==> config.mk <==
export PLATFORM = sky130hd
export DESIGN_NAME = dram_line_cache_flat
export DESIGN_NICKNAME = d
export VERILOG_FILES = /design/src/rtl/dram_line_cache_pkg.sv /design/src/rtl/dram_line_cache_if.sv /design/src/rtl/dram_line_cache_array.sv /design/src/rtl/dram_line_cache.sv /design/src/flat_wrapper.sv
export SDC_FILE = /design/constraint.sdc
export NUM_CORES = 2
export LEC_CHECK = 0
export CAP_MARGIN = 20
export CORE_ASPECT_RATIO = 0.5
export CORE_MARGIN = 1.5
export CORE_UTILIZATION = 44
export DETAILED_ROUTE_END_ITERATION = 10
export PLACE_DENSITY = 0.67
export SETUP_SLACK_MARGIN = 0.1
export SYNTH_ARGS = -nofsm -noshare
export SYNTH_HDL_FRONTEND = slang
export SYNTH_HIERARCHICAL = 1
export SYNTH_SLANG_ARGS = --single-unit
==> constraint.sdc <==
create_clock -name i_clk -period 6.6 [get_ports i_clk]
set_input_delay 0.99 -clock i_clk [delete_from_list [all_inputs] [get_ports i_clk]]
set_output_delay 0.99 -clock i_clk [all_outputs]
set_load 0.005 [all_outputs]
==> src/rtl/dram_line_cache_pkg.sv <==
// Shared types and constants for the DRAM line cache: FSM states, latched request, line geometry.
package dram_line_cache_pkg;

  localparam int unsigned DEF_NUM_LINES  = 16;
  localparam int unsigned DEF_ADDR_WIDTH = 27;
  localparam int unsigned WORD_W         = 32;
  localparam int unsigned LINE_W         = 128;
  localparam int unsigned LINE_BYTES     = LINE_W / 8;
  localparam int unsigned STRB_W         = WORD_W / 8;

  typedef enum logic [2:0] {
    ST_IDLE,
    ST_RD_ISSUE,
    ST_RD_WAIT,
    ST_WR_ISSUE,
    ST_WR_WAIT
  } state_e;

  typedef struct packed {
    logic              wr;
    logic [31:0]       addr;
    logic [WORD_W-1:0] wdata;
    logic [STRB_W-1:0] wstrb;
  } req_t;

  // Select one 32-bit word of a line by byte-address bits [3:2]
  function automatic logic [WORD_W-1:0] word_sel(input logic [LINE_W-1:0] line,
                                                 input logic [1:0]        sel);
    return WORD_W'(line >> {sel, 5'd0});
  endfunction

endpackage

==> src/rtl/dram_line_cache_if.sv <==
// Core request/response and DRAM controller signals of the line cache, grouped as one bus.
interface dram_line_cache_if;
  import dram_line_cache_pkg::*;

  logic                i_rd_en;
  logic                i_wr_en;
  logic [31:0]         i_addr;
  logic [WORD_W-1:0]   i_wdata;
  logic [STRB_W-1:0]   i_wstrb;
  logic                i_flush;
  logic [WORD_W-1:0]   o_rdata;
  logic                o_rvalid;
  logic                o_busy;
  logic                o_dram_rd_en;
  logic                o_dram_wr_en;
  logic [31:0]         o_dram_addr;
  logic [WORD_W-1:0]   o_dram_wdata;
  logic [STRB_W-1:0]   o_dram_mask;
  logic [LINE_W-1:0]   i_dram_rdata;
  logic                i_dram_busy;

  modport slave (
    input  i_rd_en, i_wr_en, i_addr, i_wdata, i_wstrb, i_flush, i_dram_rdata, i_dram_busy,
    output o_rdata, o_rvalid, o_busy, o_dram_rd_en, o_dram_wr_en, o_dram_addr, o_dram_wdata,
           o_dram_mask
  );

  modport master (
    output i_rd_en, i_wr_en, i_addr, i_wdata, i_wstrb, i_flush, i_dram_rdata, i_dram_busy,
    input  o_rdata, o_rvalid, o_busy, o_dram_rd_en, o_dram_wr_en, o_dram_addr, o_dram_wdata,
           o_dram_mask
  );

endinterface

==> src/rtl/dram_line_cache_array.sv <==
// Tag/valid/data storage: async read by index, byte-enabled line write, single-cycle valid clear.
module dram_line_cache_array
  import dram_line_cache_pkg::*;
#(
  parameter int unsigned NUM_LINES = DEF_NUM_LINES,
  parameter int unsigned TAG_W     = 19
) (
  input  logic                         i_clk,
  input  logic                         i_rst,
  input  logic [$clog2(NUM_LINES)-1:0] i_rd_idx,
  output logic                         o_valid,
  output logic [TAG_W-1:0]             o_tag,
  output logic [LINE_W-1:0]            o_line,
  input  logic                         i_we,
  input  logic [$clog2(NUM_LINES)-1:0] i_wr_idx,
  input  logic [LINE_BYTES-1:0]        i_wr_be,
  input  logic [LINE_W-1:0]            i_wr_line,
  input  logic [TAG_W-1:0]             i_wr_tag,
  input  logic                         i_set_valid,
  input  logic                         i_clr
);

  logic [NUM_LINES-1:0] valid_q;
  logic [TAG_W-1:0]     tag_q  [NUM_LINES];
  logic [LINE_W-1:0]    data_q [NUM_LINES];

  assign o_valid = valid_q[i_rd_idx];
  assign o_tag   = tag_q[i_rd_idx];
  assign o_line  = data_q[i_rd_idx];

  // Clear has priority so a flush always wins over a same-cycle fill
  always_ff @(posedge i_clk or posedge i_rst) begin
    if (i_rst) begin
      valid_q <= '0;
    end else if (i_clr) begin
      valid_q <= '0;
    end else if (i_we && i_set_valid) begin
      valid_q[i_wr_idx] <= 1'b1;
    end
  end

  always_ff @(posedge i_clk) begin
    if (i_we) begin
      if (i_set_valid) begin
        tag_q[i_wr_idx] <= i_wr_tag;
      end
      for (int b = 0; b < int'(LINE_BYTES); b++) begin
        if (i_wr_be[b]) begin
          data_q[i_wr_idx][b*8 +: 8] <= i_wr_line[b*8 +: 8];
        end
      end
    end
  end

endmodule

==> src/rtl/dram_line_cache.sv <==
// Direct-mapped write-through read cache in front of the DRAM controller: FSM, hit compare,
// word select and single-cycle DRAM read/write pulse generation.
module dram_line_cache
  import dram_line_cache_pkg::*;
#(
  parameter int unsigned NUM_LINES  = DEF_NUM_LINES,
  parameter int unsigned ADDR_WIDTH = DEF_ADDR_WIDTH
) (
  input  logic               i_clk,
  input  logic               i_rst,
  dram_line_cache_if.slave   bus
);

  localparam int unsigned IDX_W = $clog2(NUM_LINES);
  localparam int unsigned TAG_W = ADDR_WIDTH - 4 - IDX_W;

  state_e            state_q, state_d;
  req_t              req_q, req_d;
  logic              pend_q, pend_d;
  logic              flush_pend_q, flush_pend_d;
  logic              busy_q, busy_d;
  logic              rvalid_q, rvalid_d;
  logic [WORD_W-1:0] rdata_q, rdata_d;
  logic              dram_rd_en_q, dram_rd_en_d;
  logic              dram_wr_en_q, dram_wr_en_d;
  logic [31:0]       dram_addr_q, dram_addr_d;
  logic [WORD_W-1:0] dram_wdata_q, dram_wdata_d;
  logic [STRB_W-1:0] dram_mask_q, dram_mask_d;

  req_t              new_req, src_req;
  logic              accept, hit, launch, fill, rd_inflight;
  logic              arr_we, arr_clr, arr_valid;
  logic [TAG_W-1:0]  arr_tag;
  logic [LINE_W-1:0] arr_line, arr_wr_line;
  logic [LINE_BYTES-1:0] arr_wr_be;
  logic [IDX_W-1:0]  arr_wr_idx;
  logic              unused_addr_lsb;

  assign new_req     = '{wr: bus.i_wr_en, addr: bus.i_addr, wdata: bus.i_wdata,
                         wstrb: bus.i_wstrb};
  assign accept      = !busy_q && (bus.i_rd_en || bus.i_wr_en);
  assign hit         = arr_valid && (arr_tag == bus.i_addr[ADDR_WIDTH-1:IDX_W+4]);
  assign fill        = (state_q == ST_RD_WAIT) && !bus.i_dram_busy;
  assign rd_inflight = (state_q == ST_RD_ISSUE) || (state_q == ST_RD_WAIT);

  // Line writes come either from a fill or from a store hit in its accept cycle
  assign arr_we      = fill || (accept && bus.i_wr_en && hit);
  assign arr_wr_idx  = fill ? req_q.addr[IDX_W+3:4] : bus.i_addr[IDX_W+3:4];
  assign arr_wr_line = fill ? bus.i_dram_rdata : {4{bus.i_wdata}};
  assign arr_wr_be   = fill ? '1 : (LINE_BYTES'(bus.i_wstrb) << {bus.i_addr[3:2], 2'b00});
  assign arr_clr     = (bus.i_flush && !rd_inflight) || flush_pend_q;
  assign unused_addr_lsb = ^req_q.addr[1:0];

  dram_line_cache_array #(
    .NUM_LINES (NUM_LINES),
    .TAG_W     (TAG_W)
  ) u_array (
    .i_clk       (i_clk),
    .i_rst       (i_rst),
    .i_rd_idx    (bus.i_addr[IDX_W+3:4]),
    .o_valid     (arr_valid),
    .o_tag       (arr_tag),
    .o_line      (arr_line),
    .i_we        (arr_we),
    .i_wr_idx    (arr_wr_idx),
    .i_wr_be     (arr_wr_be),
    .i_wr_line   (arr_wr_line),
    .i_wr_tag    (req_q.addr[ADDR_WIDTH-1:IDX_W+4]),
    .i_set_valid (fill),
    .i_clr       (arr_clr)
  );

  always_comb begin
    state_d      = state_q;
    req_d        = req_q;
    pend_d       = pend_q;
    rvalid_d     = 1'b0;
    rdata_d      = rdata_q;
    dram_rd_en_d = 1'b0;
    dram_wr_en_d = 1'b0;
    dram_addr_d  = dram_addr_q;
    dram_wdata_d = dram_wdata_q;
    dram_mask_d  = dram_mask_q;
    launch       = 1'b0;
    src_req      = req_q;

    unique case (state_q)
      ST_IDLE: begin
        if (accept) begin
          req_d   = new_req;
          src_req = new_req;
          if (new_req.wr || !hit) begin
            launch = 1'b1;
          end else begin
            rvalid_d = 1'b1;
            rdata_d  = word_sel(arr_line, bus.i_addr[3:2]);
          end
        end else if (pend_q) begin
          launch = 1'b1;
        end
        // Issue only into an idle controller; otherwise hold the request with busy set
        if (launch) begin
          if (bus.i_dram_busy) begin
            pend_d = 1'b1;
          end else begin
            pend_d = 1'b0;
            if (src_req.wr) begin
              state_d      = ST_WR_ISSUE;
              dram_wr_en_d = 1'b1;
              dram_addr_d  = {src_req.addr[31:2], 2'b00};
              dram_wdata_d = src_req.wdata;
              dram_mask_d  = ~src_req.wstrb;
            end else begin
              state_d      = ST_RD_ISSUE;
              dram_rd_en_d = 1'b1;
              dram_addr_d  = {src_req.addr[31:4], 4'b0000};
            end
          end
        end
      end
      ST_RD_ISSUE: state_d = ST_RD_WAIT;
      ST_WR_ISSUE: state_d = ST_WR_WAIT;
      ST_RD_WAIT: begin
        if (!bus.i_dram_busy) begin
          rvalid_d = 1'b1;
          rdata_d  = word_sel(bus.i_dram_rdata, req_q.addr[3:2]);
          state_d  = ST_IDLE;
        end
      end
      ST_WR_WAIT: begin
        if (!bus.i_dram_busy) begin
          state_d = ST_IDLE;
        end
      end
      default: state_d = ST_IDLE;
    endcase

    // A flush seen during a line read is replayed once the fill has landed
    flush_pend_d = rd_inflight ? (flush_pend_q || bus.i_flush) : 1'b0;
    busy_d       = (state_d != ST_IDLE) || pend_d;
  end

  always_ff @(posedge i_clk or posedge i_rst) begin
    if (i_rst) begin
      state_q      <= ST_IDLE;
      req_q        <= '0;
      pend_q       <= 1'b0;
      flush_pend_q <= 1'b0;
      busy_q       <= 1'b0;
      rvalid_q     <= 1'b0;
      rdata_q      <= '0;
      dram_rd_en_q <= 1'b0;
      dram_wr_en_q <= 1'b0;
      dram_addr_q  <= '0;
      dram_wdata_q <= '0;
      dram_mask_q  <= '0;
    end else begin
      state_q      <= state_d;
      req_q        <= req_d;
      pend_q       <= pend_d;
      flush_pend_q <= flush_pend_d;
      busy_q       <= busy_d;
      rvalid_q     <= rvalid_d;
      rdata_q      <= rdata_d;
      dram_rd_en_q <= dram_rd_en_d;
      dram_wr_en_q <= dram_wr_en_d;
      dram_addr_q  <= dram_addr_d;
      dram_wdata_q <= dram_wdata_d;
      dram_mask_q  <= dram_mask_d;
    end
  end

  assign bus.o_rdata      = rdata_q;
  assign bus.o_rvalid     = rvalid_q;
  assign bus.o_busy       = busy_q;
  assign bus.o_dram_rd_en = dram_rd_en_q;
  assign bus.o_dram_wr_en = dram_wr_en_q;
  assign bus.o_dram_addr  = dram_addr_q;
  assign bus.o_dram_wdata = dram_wdata_q;
  assign bus.o_dram_mask  = dram_mask_q;

endmodule

==> src/flat_wrapper.sv <==
// flat-port wrapper written by rule: the top's interface ports become plain ports
module dram_line_cache_flat import dram_line_cache_pkg::*;
#(
  parameter int unsigned NUM_LINES  = DEF_NUM_LINES,
  parameter int unsigned ADDR_WIDTH = DEF_ADDR_WIDTH
)
  (i_clk, i_rst, bus_i_rd_en, bus_i_wr_en, bus_i_addr, bus_i_wdata, bus_i_wstrb, bus_i_flush, bus_i_dram_rdata, bus_i_dram_busy, bus_o_rdata, bus_o_rvalid, bus_o_busy, bus_o_dram_rd_en, bus_o_dram_wr_en, bus_o_dram_addr, bus_o_dram_wdata, bus_o_dram_mask);
  dram_line_cache_if bus_i ();
  input  logic i_clk;
  input  logic i_rst;
  input wire logic [$bits(bus_i.i_rd_en)-1:0] bus_i_rd_en;
  input wire logic [$bits(bus_i.i_wr_en)-1:0] bus_i_wr_en;
  input wire logic [$bits(bus_i.i_addr)-1:0] bus_i_addr;
  input wire logic [$bits(bus_i.i_wdata)-1:0] bus_i_wdata;
  input wire logic [$bits(bus_i.i_wstrb)-1:0] bus_i_wstrb;
  input wire logic [$bits(bus_i.i_flush)-1:0] bus_i_flush;
  input wire logic [$bits(bus_i.i_dram_rdata)-1:0] bus_i_dram_rdata;
  input wire logic [$bits(bus_i.i_dram_busy)-1:0] bus_i_dram_busy;
  output wire logic [$bits(bus_i.o_rdata)-1:0] bus_o_rdata;
  output wire logic [$bits(bus_i.o_rvalid)-1:0] bus_o_rvalid;
  output wire logic [$bits(bus_i.o_busy)-1:0] bus_o_busy;
  output wire logic [$bits(bus_i.o_dram_rd_en)-1:0] bus_o_dram_rd_en;
  output wire logic [$bits(bus_i.o_dram_wr_en)-1:0] bus_o_dram_wr_en;
  output wire logic [$bits(bus_i.o_dram_addr)-1:0] bus_o_dram_addr;
  output wire logic [$bits(bus_i.o_dram_wdata)-1:0] bus_o_dram_wdata;
  output wire logic [$bits(bus_i.o_dram_mask)-1:0] bus_o_dram_mask;
  assign bus_i.i_rd_en = bus_i_rd_en;
  assign bus_i.i_wr_en = bus_i_wr_en;
  assign bus_i.i_addr = bus_i_addr;
  assign bus_i.i_wdata = bus_i_wdata;
  assign bus_i.i_wstrb = bus_i_wstrb;
  assign bus_i.i_flush = bus_i_flush;
  assign bus_i.i_dram_rdata = bus_i_dram_rdata;
  assign bus_i.i_dram_busy = bus_i_dram_busy;
  assign bus_o_rdata = bus_i.o_rdata;
  assign bus_o_rvalid = bus_i.o_rvalid;
  assign bus_o_busy = bus_i.o_busy;
  assign bus_o_dram_rd_en = bus_i.o_dram_rd_en;
  assign bus_o_dram_wr_en = bus_i.o_dram_wr_en;
  assign bus_o_dram_addr = bus_i.o_dram_addr;
  assign bus_o_dram_wdata = bus_i.o_dram_wdata;
  assign bus_o_dram_mask = bus_i.o_dram_mask;
  dram_line_cache #(.NUM_LINES(NUM_LINES), .ADDR_WIDTH(ADDR_WIDTH)) u_core (.i_clk(i_clk), .i_rst(i_rst), .bus(bus_i));
endmodule
==> qor.csv <==
metric,value,unit
num_rows,124,
setup_ws,1.16,ns
synth_edf_count,2352,
worstMarginPinSlew,1.30,ns
overflow,0,
p_leak,37.7,nW
antenna_left,0,
first_global_vias,53600,
syn2layout_area_growth,14.2,%
drive_above_1_share,23.4,%
powerDensity,340,nW/um2
skew,0.0608,ns
cts_buffers,228,
final_common_cell,edfxtp_1,
cts_root_buffer,clkbuf_16,
postCtsSetupBuffers,0,
crit_buf_inv,3,
synth_area_leaders,"edfxtp_1 (70%), mux4_2 (13%), dfrtp_1 (4.7%)",
cp-end-kind,register,
die_y,342,um
min_period,5.44,ns
dieArea,233000,um2
maxCapViolations,0,
routed_wl,269000,um
path_class,in -> reg,
worstPathRequired,7.04,ns
coreArea,229000,um2
min_path_type,reg -> reg,
slew_violations,0,
clock_path_buffers,4,
finalCritPeriodShare,82.5,%
finalSetupTns,0,ns
n_fill_cell,18000,
gp_congestion,0.845,
slew_headroom,13.1,%
avgViaCountPerCell,6.01,
rsz0062_at_grt,no,
route.detailed.drc,0,
dr.pass1.iters,6,
outcome,"finished, final reports clean",
grt_pass1_wl,383000,um
setup_viol,0,
irDropWorstVdd,0.288,mV
cts.clk_slew.worst_paths,0.06,ns
yosysWarningCount,6,
wire_per_inst,30.2,um
critical_path_arrival,5.89,ns
ys_seq_area_share,74.5,%
worst_setup_path_start_kind,primary input,
cts-resized-gates,0,
netlist_area,101000,um2
syn_inst,5229,
mostFrequentLayoutCells,"edfxtp_1 (2352), mux4_2 (602), nand2_1 (588)",
power,39.2,mW
cts_tree,yes,
grt_use_total,22.8,%
synth_area_per_cell,19.4,um2
io_pins,306,
synth_cell_types,50,
yosysTopAreaCell,edfxtp_1,
pre_cts_ws,0.332,ns
initial_core_util,44.3,%
hold_buffers,0,
clock-sinks,2542,
drt_iter0_markers,7016,
port_buffers,301,
dp_hpwl,169000,um
nets,5816,
antenna_found_initial,17,
synth_top_area_share,69.8,%
slowest_stage,nor2_1,
fmax,184,MHz
clkLatencyLatePin,0.88,ns
path_cells,buf_8 -> buf_4 -> mux2i_1 -> o22ai_1 -> a211oi_1 -> a21oi_1 -> xnor2_1 -> nand4_1 -> nor2_1 -> nand3_1 -> nand2_1 -> buf_4 -> nand2_1 -> nor2_1,
ys.flop_type,edfxtp_1,
h-tree-depth,4,
hold_violations,0,
critPathMaxFanout,41,
cp_top_family,simple AND/OR/NAND/NOR gates,
ys_seq_elements,2542,
max_stage_delay,0.89,ns
async_reset_ff_share,7.47,%
grt_max_degree,135,
vias,53500,
die_x,681,um
## area by class of cell
class                   instances  area (um2)  area share [%]
repair buffers                486        4620            3.99
well taps                    3087        3860            3.34
flip-flops and latches       2542       75400            65.2
diodes                         13        32.5          0.0281
clock buffers                 273        6030            5.22
clock inverters               144        1490            1.29
multi-input cells            2350       24200            20.9
inverters                       6        33.8          0.0292
## power breakdown
part           total, mW  switching, mW  internal, mW
Clock               13.4           5.83          7.62
Combinational       5.84           3.66          2.19
Sequential          20.0          0.612          19.4
## registers in the layout (all words and copies together) (netlist names), 4 cells and up
signal	flops
u_core/bus.o_dram_addr	30
u_core/bus.o_dram_mask	4
u_core/bus.o_dram_wdata	32
u_core/bus.o_rdata	32
u_core/req_q	67
u_core/u_array/data_q	2048
u_core/u_array/tag_q	304
u_core/u_array/valid_q	16
## stage by stage
stage | std cells | area [um2] | utilization [%] | hold slack [ns]
final | 8901 | 116000 | 50.6 | 0.477
after global routing | 8894 | 116000 | 50.5 | 0.503
after CTS | 8887 | 116000 | 50.5 | 0.484
after detailed placement | 8470 | 108000 | 47.2 | 0.470
after global placement | 8466 | 108000 | 47.2 | 0.461
after floorplan | 5230 | 101000 | - | 0.457
## logic make-up after synthesis
family	share of synthesized area [%]
buffers and inverters	1.86
muxes	16.6
xor gates and xnor gates	0.173
and+or+nand+nor	3.89
DFF	74.5
other	0.00370
AOI/OAI and AO/OA	2.97
## worst register-to-register path, cell delays in order (launching register included)
cell and delay [ns]:
edfxtp_1 0.37, mux4_2 0.47, a211oi_1 0.43, a21oi_1 0.15, xnor2_1 0.28, nand4_1 0.20
nor3_4 0.45, nand3_1 0.15, nand2_1 0.10, buf_4 0.52, nand2_1 0.59, nor2_1 0.90
## cells in the mapped netlist (2+ instances only)
library cell / number
xnor2_1: 20
buf_4: 30
clkbuf_1: 111
nor2b_1: 33
mux2_1: 13
o21ba_2: 7
a22oi_1: 234
inv_1: 4
dfrtp_1: 190
and2_1: 3
nor3_1: 2
nand2_1: 598
a211oi_1: 28
mux4_2: 602
nor3_2: 2
buf_1: 16
a31oi_1: 9
edfxtp_1: 2352
a21oi_1: 52
o21ai_0: 36
o211ai_1: 26
nand2b_1: 4
mux2_2: 147
nand3b_1: 2
buf_2: 130
o22ai_1: 28
a32o_1: 2
nand3_1: 23
mux2i_1: 149
nand4_1: 6
o21ai_1: 3
nor2_1: 305
buf_6: 45
## metal layers
metal  GRT usage, %  share of wire [%]  vias to the layer above
met4           7.78                3.6                        6
li1               -                  -                    21800
met5          0.465              0.070                        -
met3           4.67                9.6                      489
met2           36.5                 48                     2696
met1           31.3                 39                    28500
## worst paths after layout
check	cells after the start	start	slack, ns	to
worst min register to register	2	u_core/bus.o_dram_wdata[3]	0.48	u_core/bus.o_dram_wdata[3]
worst min-delay path	2	u_core/bus.o_dram_wdata[3]	0.48	u_core/bus.o_dram_wdata[3]
max in group asynchronous	3	i_rst	4.40	u_core/bus.o_rdata[16]
worst max-delay path	14	bus_i_addr[4]	1.16	u_core/u_array/data_q[5][19]
worst max register to register	11	u_core/u_array/tag_q[3][11]	1.58	u_core/u_array/data_q[5][19]
min in group asynchronous	2	i_rst	0.72	u_core/u_array/valid_q[0]
Power figures use the tool's default switching activity.
